File: config.mk
export PLATFORM = sky130hd
export DESIGN_NAME = uart_rx_core_flat
export DESIGN_NICKNAME = d
export VERILOG_FILES = /design/src/rtl/uart_rx_core_if.sv /design/src/rtl/uart_rx_core.sv /design/src/flat_wrapper.sv
export SDC_FILE = /design/constraint.sdc
export NUM_CORES = 1
export LEC_CHECK = 0
export ABC_AREA = 1
export BUFFER_PORTS_ARGS = -buffer_cell sky130_fd_sc_hd__buf_2
export CORE_MARGIN = 2
export CORE_UTILIZATION = 62
export CTS_CLUSTER_DIAMETER = 100
export DETAILED_ROUTE_END_ITERATION = 6
export PLACE_DENSITY = 0.89
export SLEW_MARGIN = 5
export SYNTH_ARGS = -nofsm -noshare
export SYNTH_HDL_FRONTEND = slang
export SYNTH_SLANG_ARGS = --single-unit
export TNS_END_PERCENT = 50
File: constraint.sdc
create_clock -name CLK_100MHz -period 3.7 [get_ports CLK_100MHz]
set_input_delay 0.185 -clock CLK_100MHz [delete_from_list [all_inputs] [get_ports CLK_100MHz]]
set_output_delay 0.185 -clock CLK_100MHz [all_outputs]
set_load 0.03 [all_outputs]
File: src/rtl/uart_rx_core_if.sv
// Receive-side byte handshake between the UART receiver and its consumer.
interface uart_rx_core_if;
  logic [7:0] Data;
  logic       DataValid;
  logic       DataAck;
  logic       FrameError;
  logic       Overrun;
  logic       Busy;

  // Receiver side: produces bytes and status, takes the acknowledge.
  modport master (
    output Data, DataValid, FrameError, Overrun, Busy,
    input  DataAck
  );

  // Consumer side: takes bytes and status, returns the acknowledge.
  modport slave (
    input  Data, DataValid, FrameError, Overrun, Busy,
    output DataAck
  );
endinterface

File: src/rtl/uart_rx_core.sv
// 8N1 UART receiver: 2-flop input synchroniser, mid-bit sampling from a
// cycle-count bit timer, framing check on the stop bit, and a one-deep
// holding register with valid/ack handshake and overrun pulse.
module uart_rx_core #(
  parameter int unsigned CLKS_PER_BIT = 868,
  parameter logic        IDLE_LEVEL   = 1'b1
) (
  input  logic           CLK_100MHz,
  input  logic           Reset_n,
  input  logic           Rx,
  uart_rx_core_if.master bus
);

  localparam int unsigned    TW     = $clog2(CLKS_PER_BIT);
  localparam logic [TW-1:0]  T_HALF = TW'(CLKS_PER_BIT / 2 - 1);
  localparam logic [TW-1:0]  T_LAST = TW'(CLKS_PER_BIT - 1);

  typedef enum logic [1:0] {S_IDLE, S_START, S_DATA, S_STOP} state_t;

  state_t        state_q, state_d;
  logic          rx_meta_q, rx_s_q;
  logic [TW-1:0] timer_q, timer_d;
  logic [2:0]    bit_idx_q, bit_idx_d;
  logic [7:0]    shift_q, shift_d;
  logic          wait_high_q, wait_high_d;
  logic [7:0]    data_q, data_d;
  logic          valid_q, valid_d;
  logic          frame_err_q, frame_err_d;
  logic          overrun_q, overrun_d;

  logic busy, start_ok, data_tick, stop_tick, byte_done, frame_bad;
  logic line_idle;

  assign line_idle = (rx_s_q == IDLE_LEVEL);

  // Two-flop synchroniser; preset to the idle level so reset never fakes a start bit.
  always_ff @(posedge CLK_100MHz or negedge Reset_n) begin
    if (!Reset_n) begin
      rx_meta_q <= IDLE_LEVEL;
      rx_s_q    <= IDLE_LEVEL;
    end else begin
      rx_meta_q <= Rx;
      rx_s_q    <= rx_meta_q;
    end
  end

  // FSM state register.
  always_ff @(posedge CLK_100MHz or negedge Reset_n) begin
    if (!Reset_n) state_q <= S_IDLE;
    else          state_q <= state_d;
  end

  // FSM next-state: start detect, mid-start confirm, 8 data bits, stop decision.
  always_comb begin
    state_d = state_q;
    case (state_q)
      S_IDLE:  if (!wait_high_q && !line_idle) state_d = S_START;
      S_START: if (timer_q == T_HALF) state_d = line_idle ? S_IDLE : S_DATA;
      S_DATA:  if (timer_q == T_LAST && bit_idx_q == 3'd7) state_d = S_STOP;
      S_STOP:  if (timer_q == T_LAST) state_d = S_IDLE;
      default: state_d = S_IDLE;
    endcase
  end

  // FSM outputs: busy flag and the sampling strobes used by the datapath.
  always_comb begin
    busy      = (state_q != S_IDLE);
    start_ok  = (state_q == S_START) && (timer_q == T_HALF) && !line_idle;
    data_tick = (state_q == S_DATA)  && (timer_q == T_LAST);
    stop_tick = (state_q == S_STOP)  && (timer_q == T_LAST);
    byte_done = stop_tick &&  line_idle;
    frame_bad = stop_tick && !line_idle;
  end

  // Datapath next-state: bit timer, shift register, holding register, status pulses.
  always_comb begin
    // Timer restarts on every state change and wraps between data bits.
    if (state_q == S_IDLE || state_d != state_q || timer_q == T_LAST) timer_d = '0;
    else                                                              timer_d = timer_q + TW'(1);

    bit_idx_d = bit_idx_q;
    shift_d   = shift_q;
    if (start_ok) bit_idx_d = 3'd0;
    if (data_tick) begin
      shift_d   = {rx_s_q, shift_q[7:1]};
      bit_idx_d = bit_idx_q + 3'd1;
    end

    // After a framing error the line must go idle once before a new start is accepted.
    wait_high_d = wait_high_q;
    if (frame_bad)      wait_high_d = 1'b1;
    else if (line_idle) wait_high_d = 1'b0;

    data_d      = data_q;
    valid_d     = valid_q;
    overrun_d   = 1'b0;
    frame_err_d = frame_bad;
    if (byte_done) begin
      // An ack in the completion cycle frees the slot, so the new byte wins.
      if (!valid_q || bus.DataAck) begin
        data_d  = shift_q;
        valid_d = 1'b1;
      end else begin
        overrun_d = 1'b1;
      end
    end else if (bus.DataAck) begin
      valid_d = 1'b0;
    end
  end

  // Datapath registers.
  always_ff @(posedge CLK_100MHz or negedge Reset_n) begin
    if (!Reset_n) begin
      timer_q     <= '0;
      bit_idx_q   <= '0;
      shift_q     <= '0;
      wait_high_q <= 1'b0;
      data_q      <= '0;
      valid_q     <= 1'b0;
      frame_err_q <= 1'b0;
      overrun_q   <= 1'b0;
    end else begin
      timer_q     <= timer_d;
      bit_idx_q   <= bit_idx_d;
      shift_q     <= shift_d;
      wait_high_q <= wait_high_d;
      data_q      <= data_d;
      valid_q     <= valid_d;
      frame_err_q <= frame_err_d;
      overrun_q   <= overrun_d;
    end
  end

  assign bus.Data       = data_q;
  assign bus.DataValid  = valid_q;
  assign bus.FrameError = frame_err_q;
  assign bus.Overrun    = overrun_q;
  assign bus.Busy       = busy;

endmodule

File: src/flat_wrapper.sv
// flat-port wrapper written by rule: the top's interface ports become plain ports
module uart_rx_core_flat 
#(
  parameter int unsigned CLKS_PER_BIT = 868,
  parameter logic        IDLE_LEVEL   = 1'b1
)
  (CLK_100MHz, Reset_n, Rx, bus_Data, bus_DataValid, bus_FrameError, bus_Overrun, bus_Busy, bus_DataAck);
  uart_rx_core_if bus_i ();
  input  logic CLK_100MHz;
  input  logic Reset_n;
  input  logic Rx;
  output wire logic [$bits(bus_i.Data)-1:0] bus_Data;
  output wire logic [$bits(bus_i.DataValid)-1:0] bus_DataValid;
  output wire logic [$bits(bus_i.FrameError)-1:0] bus_FrameError;
  output wire logic [$bits(bus_i.Overrun)-1:0] bus_Overrun;
  output wire logic [$bits(bus_i.Busy)-1:0] bus_Busy;
  input wire logic [$bits(bus_i.DataAck)-1:0] bus_DataAck;
  assign bus_Data = bus_i.Data;
  assign bus_DataValid = bus_i.DataValid;
  assign bus_FrameError = bus_i.FrameError;
  assign bus_Overrun = bus_i.Overrun;
  assign bus_Busy = bus_i.Busy;
  assign bus_i.DataAck = bus_DataAck;
  uart_rx_core #(.CLKS_PER_BIT(CLKS_PER_BIT), .IDLE_LEVEL(IDLE_LEVEL)) u_core (.CLK_100MHz(CLK_100MHz), .Reset_n(Reset_n), .Rx(Rx), .bus(bus_i));
endmodule
; ---- Yosys cells after proc, flatten, opt, wreduce, memory -nomap -nowiden
; Index checks and enable logic that the tools add are counted.
[op_classes]
add_sub_neg = 2
n_eq_ne = 8
n_mux = 16
reduce_logical = 21
[ops]
columns = operator, n
row1 = $add 10x1->10 const B, 1
row2 = $eq 10x10->1 const B, 1
row3 = $eq 10x9->1 const B, 1
row4 = $mux 10, 1
row5 = $mux 2, 5
row6 = $logic_and 1x1->1, 8
row7 = $pmux 2 s4, 1
row8 = $reduce_bool 2->1, 4
row9 = $mux 1, 7
row10 = $mux 3, 2
row11 = $eq 2x2->1 const B, 2
row12 = $reduce_and 2->1, 2
row13 = $add 3x1->3 const B, 1
row14 = $eq 3x3->1 const B, 1
row15 = $logic_not 1->1, 3
row16 = $logic_or 1x1->1, 3
row17 = $eq 2x1->1 const B, 1
row18 = $logic_not 2->1, 1
row19 = $ne 2x2->1, 1
row20 = $ne 2x2->1 const B, 1
[totals]
ff_bits = 37
in_bits = 4
word_cells = 58

; ---- Longest topological paths before layout
[depth]
depth_word = 8
mapped_depth = 9

; ---- Least setup slack after synthesis
; OpenSTA, ideal clock, no wires.
[synth_path]
path_kind = reg-to-reg
from = reg u_core.timer_q[0]
to = reg u_core.data_q[0], in the netlist u_core.bus.Data[0]
setup_ns = 0.118
arrival_ns = 1.303
t_required_ns = 3.582
path_slack_ns = 2.280
path_stages_with_launch = 9
n_path_buf = 0
path_cell_list = dfrtp_1 ha_1 nand2_1 nor2_4 nand4_4 nor2_8 nand2_4 nand2_1 nand2_1
[synth_via]
elab_chain_len = 4
[synth_rtl]
columns = item, line
row1 = start: declaration, uart_rx_core.sv:22  ; logic [TW-1:0] timer_q, timer_d;
row2 = start signal: assignment, uart_rx_core.sv:123  ; timer_q <= timer_d;
row3 = $eq 10x10->1, uart_rx_core.sv:70  ; stop_tick = (state_q == S_STOP) && (timer_q == T_LAST);
row4 = $logic_and 1x1->1, uart_rx_core.sv:70
row5 = $logic_and 1x1->1, uart_rx_core.sv:71  ; byte_done = stop_tick && line_idle;
row6 = $reduce_and 2->1 (no line), --
row7 = end signal: assignment, uart_rx_core.sv:127  ; data_q <= data_d;
row8 = end: declaration, uart_rx_core.sv:26  ; logic [7:0] data_q, data_d;
; No other way between the ends.
; A chain may end at the register's enable or synchronous reset.

; ---- Worst setup path after layout
[layout_path]
from = reg u_core.timer_q[0]
to = reg u_core.bit_idx_q[2]
[layout_via]
elab_chain_len = 4
[layout_rtl]
columns = item, line
row1 = $eq 10x9->1, uart_rx_core.sv:68  ; start_ok = (state_q == S_START) && (timer_q == T_HALF) && !line_idle;
row2 = $logic_and 1x1->1 (2 in series), uart_rx_core.sv:68
row3 = $reduce_bool 2->1 (no line), --
row4 = end signal: assignment, uart_rx_core.sv:124  ; bit_idx_q <= bit_idx_d;
row5 = end: declaration, uart_rx_core.sv:23  ; logic [2:0] bit_idx_q, bit_idx_d;
; Several ways; a longest one is shown, not always the timed one.

==> run_results.csv <==
group,metric,value,unit
floorplan,die_h,56.0,um
cts,cts_buffers,5,
sta,skew,14.6,ps
worst_hold_path,min_from,"bus_DataAck",
finish,mostFrequentLayoutCells,"nand2_1 (55), dfrtp_1 (35), nor2_1 (25)",
status,status,"finished clean",
cts,post_cts_buffers,0,
routing,vias,1277,
place,dp_hpwl,2100,um
power,peakVddDrop,0.313,mV
worst_hold_path,hold_class,"input port to flip-flop",
global_routing,antenna_found_initial,0,
critical_path,critPathKind,"flip-flop to flip-flop",
routing,drc,0,
critical_path,critPathBufInv,1,
yosys,syn_inst,189,
routing,vias_per_cell,5.28,
yosys,synth-seq-cells,37,
routing,drt-total-wl,2850,um
place,place_ws,2050,ps
sta,fin_tns_setup,0,ps
cts,cts_root_buffer,"clkbuf_4",
cts,cts_tree,"done",
global_routing,grt_usage,20.7,%
finish,diodes,0,
finish,area_growth_syn_to_layout,11.3,%
yosys,ys.warnings.count,0,
cts,htree_levels,2,
floorplan,die_area,0.00313,mm2
yosys,synth.top_cell.area_share,52.3,%
yosys,synth.distinct_cells,26,
cts,cts-resized-gates,0,
critical_path,path_common_cell,"nand2_1",
critical_path,worstPathMaxFanout,13,
critical_path,end_kind,"flip-flop",
yosys,yosys-top-cells-area,"dfrtp_1 (52%), nand2_1 (12%), nor2_1 (5.6%)",
routing,drtAntennaViolNets,0,
floorplan,die_x,56.0,um
global_routing,grt_max_degree,38,
floorplan,core,0.00252,mm2
sta,finalCriticalPeriod,1650,ps
sta,fmax,607,MHz
floorplan,rows,18,
floorplan,start_util,66.4,%
finish,finalNetCount,219,
sta,rsz0062_at_grt,"false",
job,maxCapViolations,0,
yosys,synth_flop_cell,"dfrtp_1",
yosys,syn_nets,197,
cts,clock_latency,340,ps
yosys,synth-async-reset-ratio,100,%
sta,period_share,44.5,%
routing,dr.pass1.iters,5,
cts,clkSlewWorstSetupHoldPaths,110,ps
sta,maxSlewViolCount,0,
power,p_leak,1.01,nW
global_routing,grt_overflow_total,0,
yosys,yosys.area.top_type,"dfrtp_1",
critical_path,startpoint_type,"flip-flop",
sta,finalHoldViolCount,0,
sta,finalSetupViolCount,0,
yosys,synth-edff-count,0,
critical_path,cp-startpoint,"u_core.timer_q[0]",
cts,clock_sinks,37,
critical_path,slowest_stage,"dfrtp_1",
routing,drt_iter0_drc,31,
critical_path,crit_chain,"ha_1 > nand2_1 > nor2_4 > nand4_2 > nand2_1 > inv_1 > nand2_1 > nand2_1",
critical_path,slowest_delay,440,ps
cts,cts_buffer_depth,2,
yosys,synth.cell_area,0.00168,mm2
global_routing,grt_pass1_wl,5030,um
yosys,postSynthAreaPerCell,8.86,um2
critical_path,r2r_start,"u_core.timer_q[0]",
sta,worstMarginPinSlew,788,ps
power,power_density,346,mW/mm2
routing,wl_per_cell,11.8,um
global_routing,grt_pass1_vias,1211,
sta,fin_ws,2050,ps
critical_path,worst_ep_required_time,3940,ps
sta,slew_headroom,47.4,%
critical_path,crit_family,"simple AND/OR/NAND/NOR gates",
yosys,seq_area_frac_synth,55.4,%
finish,layout-drive-gt1-share,16.5,%
place,place_congestion,0.854,
place,port_buffers,15,
critical_path,cp.arrival,1890,ps
finish,layout_commonest_cell,"nand2_1",
power,finalPower,0.644,mW
floorplan,ios,16,
## final cells by class
class,instances,area (um2)
clock inverters,2,13.8
clock buffers,6,51.3
multi-input cells,129,659
well taps,30,37.5
inverters,21,78.8
fillers,185,658
flip-flops and latches,37,928
repair buffers,17,95.1
## layer usage
layer	share of wire, %	GRT usage (%)
met5	0	0
met4	0.35	6.80
met3	4.7	7.21
met2	49	33.6
met1	46	26.1
## per-stage QoR
| step | instance area [um2] | utilization (%) | instances | hold slack (ps) |
|---|---|---|---|---|
| 6_report | 1860 | 73.9 | 242 | 349 |
| 5_1_grt | 1860 | 73.9 | 242 | 368 |
| 4_1_cts | 1860 | 73.9 | 242 | 348 |
| 3_5_place_dp | 1780 | 70.5 | 232 | 292 |
| 3_3_place_gp | 1780 | 70.5 | 232 | 292 |
| 2_1_floorplan | 1680 | - | 189 | -111 |
## state kept, by name (all words and copies together), names as in the netlist
register,flops
u_core.wait_high_q,1
u_core.bus.Overrun,1
u_core.line_idle,1
u_core.bit_idx_q,3
u_core.timer_q,10
u_core.shift_q,8
u_core.state_q,2
u_core.bus.FrameError,1
u_core.bus.DataValid,1
u_core.rx_meta_q,1
u_core.bus.Data,8
## cell usage after synthesis, types with 2 or more instances
| library cell | instances |
|---|---|
| inv_1 | 20 |
| nor2_1 | 25 |
| nand3_1 | 16 |
| nand4_1 | 2 |
| dfstp_2 | 2 |
| nand2_2 | 2 |
| ha_1 | 4 |
| xor2_1 | 4 |
| o21ai_0 | 4 |
| nand2_1 | 55 |
| o21ai_1 | 4 |
| dfrtp_1 | 35 |
| nor2_2 | 2 |
| a21oi_1 | 2 |
## final timing paths
check / cells past startpoint / slack [ps] / end
min in group asynchronous: 2 / 450 / u_core.bus.Data[5]
hold reg to reg: 0 / 360 / u_core.line_idle
setup reg to reg: 8 / 2050 / u_core.bit_idx_q[2]
setup / recovery: 8 / 2050 / u_core.bit_idx_q[2]
hold / removal: 4 / 350 / u_core.bus.Overrun
max in group asynchronous: 2 / 2750 / u_core.timer_q[2]
## cell families after synthesis
family / Yosys count / share of synthesized area (%)
simple gates: 108 / 29.8
mux: 1 / 0.597
compound gates: 11 / 3.36
xor+xnor: 5 / 2.61
buf+inv: 23 / 5.23
fa+ha+maj: 4 / 2.99
flops: 37 / 55.4
## worst min-delay path, cell delays in order
cell     delay [ps]
buf_2            80
inv_1            30
nand2_1         280
nor2_1           90
## timing repair
| item | 4_1_cts | 5_1_grt |
|---|---|---|
| endpoints found under the setup margin | 0 | 0 |
| hold endpoints to repair | 36 | 0 |
| hold buffers | 2 | 0 |
## power breakdown
part	total, mW	internal [mW]	switching [mW]
combinational	0.0123	0.00286	0.00945
clock	0.225	0.0926	0.132
sequential	0.407	0.406	0.000735
(Power assumes the default switching activity.)
